`src/rtl/mem_stage_lsu_if.sv`:
```
// mem_stage_lsu_if: req/ack data-memory bus between the memory-stage LSU
// (master) and the data memory (slave).
// Handshake: the master raises bus_req with bus_we/bus_addr/bus_be/bus_wdata
// and holds all of them stable until a rising clock edge samples bus_ack=1;
// that same edge samples bus_rdata. bus_ack outside an active request is
// ignored.
interface mem_stage_lsu_if;
  logic        bus_req;
  logic        bus_we;
  logic [31:0] bus_addr;
  logic [3:0]  bus_be;
  logic [31:0] bus_wdata;
  logic [31:0] bus_rdata;
  logic        bus_ack;

  modport master (
    output bus_req, bus_we, bus_addr, bus_be, bus_wdata,
    input  bus_rdata, bus_ack
  );

  modport slave (
    input  bus_req, bus_we, bus_addr, bus_be, bus_wdata,
    output bus_rdata, bus_ack
  );
endinterface

```
`src/rtl/mem_stage_lsu.sv`:
```
// mem_stage_lsu: memory-stage load/store unit. Launches one bus access per
// M-stage load/store, stalls the pipeline until the access completes (or
// times out), and returns aligned, extended load data in the DONE cycle.
// Optional feature macro: LSU_ALIGN_CHECK_EN (misaligned half/word accesses
// skip the bus and pulse align_fault instead).
module mem_stage_lsu #(
  parameter int TIMEOUT_CYCLES = 255
) (
  input  logic                 clk,
  input  logic                 reset,
  input  logic                 MemtoRegM,
  input  logic                 MemWriteM,
  input  logic [1:0]           SizeM,
  input  logic                 SignedM,
  input  logic [31:0]          ALUResultM,
  input  logic [31:0]          WriteDataM,
  output logic [31:0]          ReadDataM,
  output logic                 StallM,
  mem_stage_lsu_if.master      bus,
  output logic                 bus_err,
  output logic                 align_fault,
  output logic [1:0]           dbg_state_o
);

  localparam int CW = $clog2(TIMEOUT_CYCLES + 1);
  localparam logic [CW-1:0] TMO = CW'(TIMEOUT_CYCLES);

  typedef enum logic [1:0] {IDLE = 2'd0, REQ = 2'd1, WAIT = 2'd2, DONE = 2'd3} state_t;

  state_t      state_q;
  logic [CW-1:0] cnt_q;
  logic [1:0]  addr_lo_q;
  logic [1:0]  size_q;
  logic        signed_q;
  logic        we_q;
  logic        req_q;
  logic [31:0] addr_q;
  logic [3:0]  be_q;
  logic [31:0] wdata_q;
  logic [31:0] rdata_q;
  logic        err_q;

  logic        req_in;
  logic [3:0]  be_d;
  logic [31:0] wdata_d;
  logic [7:0]  byte_sel;
  logic [15:0] half_sel;
  logic [31:0] load_val;

  assign req_in = MemtoRegM | MemWriteM;

`ifdef LSU_ALIGN_CHECK_EN
  logic misaligned;
  logic af_q;
  // Half needs addr[0]=0, word (incl. size 11) needs addr[1:0]=0.
  assign misaligned = (SizeM == 2'b01) ? ALUResultM[0] :
                      (SizeM[1])       ? (ALUResultM[1:0] != 2'b00) : 1'b0;
  assign align_fault = af_q;
`else
  // Without the check, low address bits only select lanes.
  assign align_fault = 1'b0;
`endif

  assign StallM        = ((state_q == IDLE) & req_in) | (state_q == REQ) | (state_q == WAIT);
  assign ReadDataM     = rdata_q;
  assign bus_err       = err_q;
  assign bus.bus_req   = req_q;
  assign bus.bus_we    = we_q;
  assign bus.bus_addr  = addr_q;
  assign bus.bus_be    = be_q;
  assign bus.bus_wdata = wdata_q;
  assign dbg_state_o   = state_q;

  // Lane enables and lane-replicated store data for the incoming request.
  always_comb begin
    be_d    = 4'b1111;
    wdata_d = WriteDataM;
    case (SizeM)
      2'b00: begin
        be_d    = 4'b0001 << ALUResultM[1:0];
        wdata_d = {4{WriteDataM[7:0]}};
      end
      2'b01: begin
        be_d    = ALUResultM[1] ? 4'b1100 : 4'b0011;
        wdata_d = {2{WriteDataM[15:0]}};
      end
      default: begin
        be_d    = 4'b1111;
        wdata_d = WriteDataM;
      end
    endcase
  end

  // Select the addressed lane of bus_rdata and zero/sign-extend it.
  always_comb begin
    byte_sel = bus.bus_rdata[7:0];
    case (addr_lo_q)
      2'd0: byte_sel = bus.bus_rdata[7:0];
      2'd1: byte_sel = bus.bus_rdata[15:8];
      2'd2: byte_sel = bus.bus_rdata[23:16];
      default: byte_sel = bus.bus_rdata[31:24];
    endcase
    half_sel = addr_lo_q[1] ? bus.bus_rdata[31:16] : bus.bus_rdata[15:0];
    case (size_q)
      2'b00:   load_val = {{24{signed_q & byte_sel[7]}}, byte_sel};
      2'b01:   load_val = {{16{signed_q & half_sel[15]}}, half_sel};
      default: load_val = bus.bus_rdata;
    endcase
  end

  // Access FSM: IDLE launches, REQ/WAIT hold the bus until ack or timeout,
  // DONE presents the result for exactly one cycle.
  always_ff @(posedge clk) begin
    if (reset) begin
      state_q   <= IDLE;
      cnt_q     <= '0;
      addr_lo_q <= 2'b00;
      size_q    <= 2'b00;
      signed_q  <= 1'b0;
      we_q      <= 1'b0;
      req_q     <= 1'b0;
      addr_q    <= 32'h0;
      be_q      <= 4'h0;
      wdata_q   <= 32'h0;
      rdata_q   <= 32'h0;
      err_q     <= 1'b0;
`ifdef LSU_ALIGN_CHECK_EN
      af_q      <= 1'b0;
`endif
    end else begin
      err_q <= 1'b0;
`ifdef LSU_ALIGN_CHECK_EN
      af_q  <= 1'b0;
`endif
      case (state_q)
        IDLE: begin
          if (req_in) begin
            addr_lo_q <= ALUResultM[1:0];
            size_q    <= SizeM;
            signed_q  <= SignedM;
            we_q      <= MemWriteM;
            addr_q    <= {ALUResultM[31:2], 2'b00};
            be_q      <= be_d;
            wdata_q   <= wdata_d;
`ifdef LSU_ALIGN_CHECK_EN
            if (misaligned) begin
              state_q <= DONE;
              rdata_q <= 32'h0;
              af_q    <= 1'b1;
            end else begin
              state_q <= REQ;
              req_q   <= 1'b1;
            end
`else
            state_q <= REQ;
            req_q   <= 1'b1;
`endif
          end
        end
        REQ: begin
          if (bus.bus_ack) begin
            state_q <= DONE;
            req_q   <= 1'b0;
            rdata_q <= we_q ? 32'h0 : load_val;
          end else begin
            state_q <= WAIT;
            cnt_q   <= CW'(1);
          end
        end
        WAIT: begin
          if (bus.bus_ack) begin
            state_q <= DONE;
            req_q   <= 1'b0;
            rdata_q <= we_q ? 32'h0 : load_val;
          end else if (cnt_q == TMO) begin
            state_q <= DONE;
            req_q   <= 1'b0;
            rdata_q <= 32'h0;
            err_q   <= 1'b1;
          end else begin
            cnt_q <= cnt_q + CW'(1);
          end
        end
        default: begin
          // Request inputs are still asserted here; they belong to the
          // finished instruction and must not start a new access.
          state_q <= IDLE;
          cnt_q   <= '0;
        end
      endcase
    end
  end

endmodule

```
`src/flat_wrapper.sv`:
```
// flat-port wrapper written by rule: the top's interface ports become plain ports
module mem_stage_lsu_flat 
#(
  parameter int TIMEOUT_CYCLES = 255
)
  (clk, reset, MemtoRegM, MemWriteM, SizeM, SignedM, ALUResultM, WriteDataM, ReadDataM, StallM, bus_err, align_fault, dbg_state_o, bus_bus_req, bus_bus_we, bus_bus_addr, bus_bus_be, bus_bus_wdata, bus_bus_rdata, bus_bus_ack);
  mem_stage_lsu_if bus_i ();
  input  logic clk;
  input  logic reset;
  input  logic MemtoRegM;
  input  logic MemWriteM;
  input  logic [1:0] SizeM;
  input  logic SignedM;
  input  logic [31:0] ALUResultM;
  input  logic [31:0] WriteDataM;
  output logic [31:0] ReadDataM;
  output logic StallM;
  output logic bus_err;
  output logic align_fault;
  output logic [1:0] dbg_state_o;
  output wire logic [$bits(bus_i.bus_req)-1:0] bus_bus_req;
  output wire logic [$bits(bus_i.bus_we)-1:0] bus_bus_we;
  output wire logic [$bits(bus_i.bus_addr)-1:0] bus_bus_addr;
  output wire logic [$bits(bus_i.bus_be)-1:0] bus_bus_be;
  output wire logic [$bits(bus_i.bus_wdata)-1:0] bus_bus_wdata;
  input wire logic [$bits(bus_i.bus_rdata)-1:0] bus_bus_rdata;
  input wire logic [$bits(bus_i.bus_ack)-1:0] bus_bus_ack;
  assign bus_bus_req = bus_i.bus_req;
  assign bus_bus_we = bus_i.bus_we;
  assign bus_bus_addr = bus_i.bus_addr;
  assign bus_bus_be = bus_i.bus_be;
  assign bus_bus_wdata = bus_i.bus_wdata;
  assign bus_i.bus_rdata = bus_bus_rdata;
  assign bus_i.bus_ack = bus_bus_ack;
  mem_stage_lsu #(.TIMEOUT_CYCLES(TIMEOUT_CYCLES)) u_core (.clk(clk), .reset(reset), .MemtoRegM(MemtoRegM), .MemWriteM(MemWriteM), .SizeM(SizeM), .SignedM(SignedM), .ALUResultM(ALUResultM), .WriteDataM(WriteDataM), .ReadDataM(ReadDataM), .StallM(StallM), .bus(bus_i), .bus_err(bus_err), .align_fault(align_fault), .dbg_state_o(dbg_state_o));
endmodule
```
`config.mk`:
```
export PLATFORM = sky130hd
export DESIGN_NAME = mem_stage_lsu_flat
export DESIGN_NICKNAME = d
export VERILOG_FILES = /design/src/rtl/mem_stage_lsu_if.sv /design/src/rtl/mem_stage_lsu.sv /design/src/flat_wrapper.sv
export SDC_FILE = /design/constraint.sdc
export NUM_CORES = 1
export LEC_CHECK = 0
export CELL_PAD_IN_SITES_DETAIL_PLACEMENT = 1
export CELL_PAD_IN_SITES_GLOBAL_PLACEMENT = 2
export CORE_UTILIZATION = 26
export CTS_CLUSTER_DIAMETER = 100
export DETAILED_ROUTE_END_ITERATION = 6
export GPL_ROUTABILITY_DRIVEN = 0
export GPL_TIMING_DRIVEN = 0
export PLACE_DENSITY = 0.91
export SYNTH_ARGS = -nofsm -noshare
export SYNTH_HDL_FRONTEND = slang
export SYNTH_SLANG_ARGS = --single-unit
```
`constraint.sdc`:
```
create_clock -name clk -period 2.8 [get_ports clk]
set_input_delay 0.84 -clock clk [delete_from_list [all_inputs] [get_ports clk]]
set_output_delay 0.84 -clock clk [all_outputs]
set_load 0.01 [all_outputs]
```
==> results_dict.tcl, run 1 <==
set metrics [dict create \
    die_area_sq_mm 0.0208 \
    cts_tree "done" \
    fp.coreArea_sq_mm 0.0197 \
    synth_top_cell_area_share_pct 44.2 \
    die_w_microns 144 \
    worst_ep_required_time_ps 1960 \
    synth_edf_count 0 \
    yosys-top-cells-area "dfxtp_1 44%, nand2_1 8.9%, a21oi_1 7.1%" \
    status "finished, final reports clean" \
    cellLeakagePower_nw 2.99 \
    io_buffers 206 \
    synth-compound-area-share_pct 25.4 \
    skew_ps 10.8 \
    cts.path.max_buffers 2 \
    synth_warnings 0 \
    drt-pass1-iter-count 4 \
    design_power_total_mw 7.63 \
    worst-path-buf-inv 4 \
    crit_path_max_incr_delay_ps 380 \
    utilization_pct 42.2 \
    fmax_mhz 371 \
    path_delay_family "buffers and inverters" \
    cp_max_fo 10 \
    p_per_area_mw_per_mm2 920 \
    drt_iter0_drc 193 \
    ios 211 \
    h-tree-depth 4 \
    slew_headroom_pct 45.4 \
    layout_setup_ws_ps 104 \
    cts_buffers 17 \
    grt_max_degree 17 \
    cts.sinks 116 \
    vias 5474 \
    drive_gt1_share_pct 9.47 \
    grt_pass1_vias 5592 \
    drv_cap 0 \
    place_ws_ps -1250 \
    stdcell_count 1111 \
    synth-async-reset-ratio_pct 0 \
    cts-root-buf "clkbuf_16" \
    hpwl_microns 14900 \
    synth_top_family_by_area "compound AO/OA/AOI/OAI gates" \
    rows 51 \
    grt.overflow.total 0 \
    final-max-slew-violation-count 0 \
    final_nets 941 \
    criticalPathCategory "register to primary output" \
    start_util_pct 26.7 \
    clock_latency_ps 420 \
    tns_ps 0 \
    crit_path_end_kind "primary output" \
    use_met3_pct 6.99 \
    wl_per_cell_microns 18.0 \
    period_share_pct 96.3 \
    grt_pass1_wl_microns 31100 \
    hold_path_class "register to register" \
    hold_violations 0 \
    synth.distinct_cells 58 \
    ys_seq_area_share_pct 44.2 \
    dieHeight_microns 144 \
    worstPathArrival_ps 1860 \
    placed_cells 1077 \
    ff2ff_path_depth 8 \
    synth_cells 604 \
    layout_common_cells "203 x clkdlybuf4s50_1, 124 x nand2_1, 114 x dfxtp_1" \
    startpoint_type "register" \
    cp.depth 7 \
    setup_viol 0 \
    final_common_cell "clkdlybuf4s50_1" \
    antenna_found_initial 0 \
    wirelength_microns 20000 \
    synth-seq-cells 116 \
    grtUsageMet1_pct 23.5 \
    clk_pin_slew_worst_paths_ps 60 \
    synthMuxAreaShare_pct 7.98 \
    synthFlopType "dfxtp_1" \
    whs_path_depth 2 \
    ant_nets 0 \
    synthAdderAreaFrac_pct 1.19 \
    met2_usage_pct 33.5 \
    fin_crit_ps 2700 \
    syn_to_final_growth_pct 57.9 \
    peakVddDrop_uv 453 \
    syn_area_sq_mm 0.00525 \
    vias_per_cell 4.93 \
    cts.hold.buffers_added 0 \
    tightest_slew_ps 819 \
    slowest_stage "dfxtp_2" \
    synth_xor_area_share_pct 0 \
    busiest_layer "met2" \
    worstPathCellList "inv_1 > ha_1 > buf_2 > o21ai_4 > buf_8 > nand2_1 > dlygate4sd2_1" \
    synth_top_area_cell "dfxtp_1" \
    rsz0062_at_grt "no" \
    drc 0 \
    grtUsageTotal_pct 19.7 \
    synth-simple-area-share_pct 15.9 \
    avgSynthCellArea_sq_um 8.70 \
]
==> path summary, 6_finish.rpt <==
path                             endpoint  slack (ps)               startpoint
setup reg to reg         u_core.size_q[0]         610    u_core.dbg_state_o[1]
setup / recovery                   StallM         100    u_core.dbg_state_o[1]
hold / removal    u_core.bus.bus_addr[30]         450  u_core.bus.bus_addr[30]
hold reg to reg   u_core.bus.bus_addr[30]         450  u_core.bus.bus_addr[30]
==> per-layer routing <==
layer  up-vias  share of wire [%]  wire length, microns
met4         0               0.97                   193
met3        24                7.2                  1430
met2       148                 49                  9760
met1      2643                 43                  8600
met5         -                  0                     0
li1       2659                  -                     -
==> Yosys cell counts (2+ instances only) <==
cell type / number
buf_2: 11
mux2_2: 7
inv_1: 9
o221ai_1: 9
nor2_1: 24
a21boi_0: 2
mux2i_1: 16
nand2_1: 124
or3b_2: 2
a221o_1: 16
buf_1: 4
o31ai_1: 3
a211oi_1: 10
nand3_1: 7
a22oi_1: 2
mux4_2: 8
a21oi_1: 75
clkbuf_1: 32
o22ai_1: 2
or4_1: 2
o22a_1: 8
nor3_1: 9
o21ai_0: 33
nand2b_1: 4
a311oi_1: 10
o2bb2ai_1: 16
dfxtp_1: 116
and4_1: 2
ha_1: 5
nand4_1: 2
a211o_1: 2
a41oi_1: 2
buf_4: 5
==> through the flow <==
step           hold WS [ps]  instance area [sq um]
2_1_floorplan           451                   5260
5_1_grt                 475                   8290
3_3_place_gp            441                   7650
3_5_place_dp            448                   7650
4_1_cts                 454                   8280
6_report                451                   8290
==> repair_timing <==
item                       CTS  global route
buffers inserted             1             0
resized for setup            9             3
pin swaps                    1             0
setup endpoints to repair    1             1
==> kinds of logic (layout without fill, tap and decap cells) <==
kind of cell    after synthesis  count (layout)
fa+ha+maj                     5               5
buf+inv                      63             302
other cells                   1               4
simple gates                189             189
compound gates              199             199
flops                       116             116
mux                          31              31
==> sequential cells by signal (all words and copies together) (netlist names) <==
| name | count |
|---|---|
| u_core.ReadDataM | 32 |
| u_core.bus.bus_wdata | 32 |
| u_core.bus.bus_addr | 30 |
| u_core.cnt_q | 8 |
| u_core.bus.bus_be | 4 |
| u_core.addr_lo_q | 2 |
| u_core.dbg_state_o | 2 |
| u_core.size_q | 2 |
| u_core.bus.bus_req | 1 |
| u_core.bus.bus_we | 1 |
| u_core.bus_err | 1 |
| u_core.signed_q | 1 |
==> tightest hold or removal path, cell delays in order (launching register included) <==
cell	delay, ps
dfxtp_1	300
nand2_1	50
a21oi_1	50
==> layout make-up <==
| type | count | area, sq um |
|---|---|---|
| clock inverters | 15 | 179 |
| plain buffers | 53 | 250 |
| multi-input cells | 427 | 2680 |
| diodes | 1 | 2.50 |
| well taps | 265 | 332 |
| fillers | 2321 | 11400 |
| flip-flops and latches | 116 | 2320 |
| inverters | 10 | 37.5 |
| clock buffers | 17 | 425 |
| repair buffers | 207 | 2070 |
==> power breakdown <==
group          total [mW]  switching (mW)  internal, mW
combinational        3.09            1.69          1.39
sequential           2.26           0.221          2.04
clock                2.28           0.875          1.41
total                7.63            2.79          4.84
Note: power is estimated with default switching activity, not from simulation.
==> run 2: changes to the inputs <==
--- a/config.mk
+++ b/config.mk
@@ -7,12 +7,12 @@
 export LEC_CHECK = 0
 export CELL_PAD_IN_SITES_DETAIL_PLACEMENT = 1
 export CELL_PAD_IN_SITES_GLOBAL_PLACEMENT = 2
-export CORE_UTILIZATION = 26
+export CORE_UTILIZATION = 24
 export CTS_CLUSTER_DIAMETER = 100
 export DETAILED_ROUTE_END_ITERATION = 6
 export GPL_ROUTABILITY_DRIVEN = 0
 export GPL_TIMING_DRIVEN = 0
-export PLACE_DENSITY = 0.91
+export PLACE_DENSITY_LB_ADDON = 0.3
 export SYNTH_ARGS = -nofsm -noshare
 export SYNTH_HDL_FRONTEND = slang
 export SYNTH_SLANG_ARGS = --single-unit
==> constraint.sdc (replaced) <==
create_clock -name clk -period 2.6 [get_ports clk]
set_input_delay 0.39 -clock clk [delete_from_list [all_inputs] [get_ports clk]]
set_output_delay 0.39 -clock clk [all_outputs]
set_load 0.01 [all_outputs]
==> results_dict.tcl, run 2 (synthesis gave the netlist of run 1 again) <==
set metrics [dict create \
    status "finished, final reports clean" \
    worst_ep_required_time_ps 2210 \
    io_buffers 206 \
    cts.sinks 116 \
    clk_pin_slew_worst_paths_ps 60 \
    dieHeight_microns 150 \
    worst-path-buf-inv 4 \
    tightest_slew_ps 688 \
    wl_per_cell_microns 18.5 \
    startpoint_type "register" \
    worstPathCellList "inv_1 > ha_1 > buf_2 > o21ai_4 > clkbuf_8 > nand2_1 > clkdlybuf4s50_1" \
    crit_path_max_incr_delay_ps 540 \
    layout_common_cells "206 x clkdlybuf4s50_1, 124 x nand2_1, 114 x dfxtp_1" \
    vias_per_cell 4.94 \
    grt_pass1_vias 5959 \
    r2r_slack_ps 380 \
    utilization_pct 39.0 \
    peakVddDrop_uv 378 \
    design_power_total_mw 8.11 \
    rows 53 \
    antenna_found_initial 0 \
    start_util_pct 24.8 \
    worstPathArrival_ps 2060 \
    layout_setup_ws_ps 146 \
    die_w_microns 150 \
    h-tree-depth 4 \
    p_per_area_mw_per_mm2 980 \
    clock_latency_ps 420 \
    cellLeakagePower_nw 2.98 \
    drt_iter0_drc 189 \
    stdcell_area_sq_mm 0.00828 \
    hold_path_class "register to register" \
    period_share_pct 94.4 \
    fp.coreArea_sq_mm 0.0212 \
    hold_slack_ps 458 \
    drive_gt1_share_pct 9.34 \
    grt.overflow.total 0 \
    cts-root-buf "clkbuf_16" \
    fin_crit_ps 2450 \
    tns_ps 0 \
    fmax_mhz 407 \
    slowest_stage "clkdlybuf4s50_1" \
    skew_ps 13.9 \
    path_delay_family "buffers and inverters" \
    place_ws_ps -701 \
    drv_cap 0 \
    antennaDiodeCount 0 \
    crit_path_end_kind "primary output" \
    vias 5533 \
    setup_viol 0 \
    criticalPathCategory "register to primary output" \
    final-max-slew-violation-count 0 \
    rsz0062_at_grt "no" \
    placed_cells 1087 \
    drt-pass1-iter-count 5 \
    grt_max_degree 17 \
    drc 0 \
    syn_to_final_growth_pct 57.7 \
    final_nets 942 \
    ant_nets 0 \
    grtUsageTotal_pct 18.8 \
    hpwl_microns 16000 \
    cts.path.max_buffers 2 \
    cts.hold.buffers_added 0 \
    slew_headroom_pct 53.7 \
    die_area_sq_mm 0.0225 \
    grt_pass1_wl_microns 32400 \
    ios 211 \
    cts_tree "done" \
    hold_violations 0 \
    wirelength_microns 20700 \
    stdcell_count 1121 \
    cp_max_fo 8 \
    placed_area_sq_mm 0.00767 \
    final_common_cell "clkdlybuf4s50_1" \
    cts_buffers 17 \
]
-- run 2: timing repair --
| action | in CTS | in global routing |
|---|---|---|
| setup endpoints to repair | 1 | 1 |
| buffers inserted | 2 | 0 |
| resized for setup | 6 | 1 |
-- run 2: final timing paths --
| kind | from | end | depth (start not counted) |
|---|---|---|---|
| worst min-delay path | u_core.bus.bus_wdata[0] | u_core.bus.bus_wdata[0] | 2 |
| worst min register to register | u_core.bus.bus_wdata[0] | u_core.bus.bus_wdata[0] | 2 |
| worst max register to register | u_core.dbg_state_o[1] | u_core.bus.bus_wdata[21] | 8 |
| worst max-delay path | u_core.dbg_state_o[1] | StallM | 7 |
-- run 2: worst register-to-register path, delay by kind of cell, from the launching register on --
family / cells / cell delay, ps
flops: 1 / 350
fa+ha+maj: 1 / 150
compound gates: 2 / 390
simple gates: 1 / 110
buf+inv: 4 / 1140
-- run 2: layer usage --
layer | routed length (microns) | track usage, %
met2 | 10300 | 32.6
met4 | 326 | 5.76
met5 | 0 | 0
met1 | 8530 | 21.7
met3 | 1570 | 6.55
-- run 2: final cells by class --
type	count	area [sq um]
Clock buffer	19	443
Buffer	53	249
Timing Repair Buffer	208	2080
Inverter	10	37.5
Clock inverter	13	134
Sequential cell	116	2320
Fill cell	2440	12900
Tap cell	275	344
Multi-Input combinational cell	427	2670
-- run 2: power breakdown --
part / internal (mW) / switching, mW
sequential: 2.20 / 0.266
combinational: 1.51 / 1.83
clock: 1.43 / 0.874
total: 5.15 / 2.97
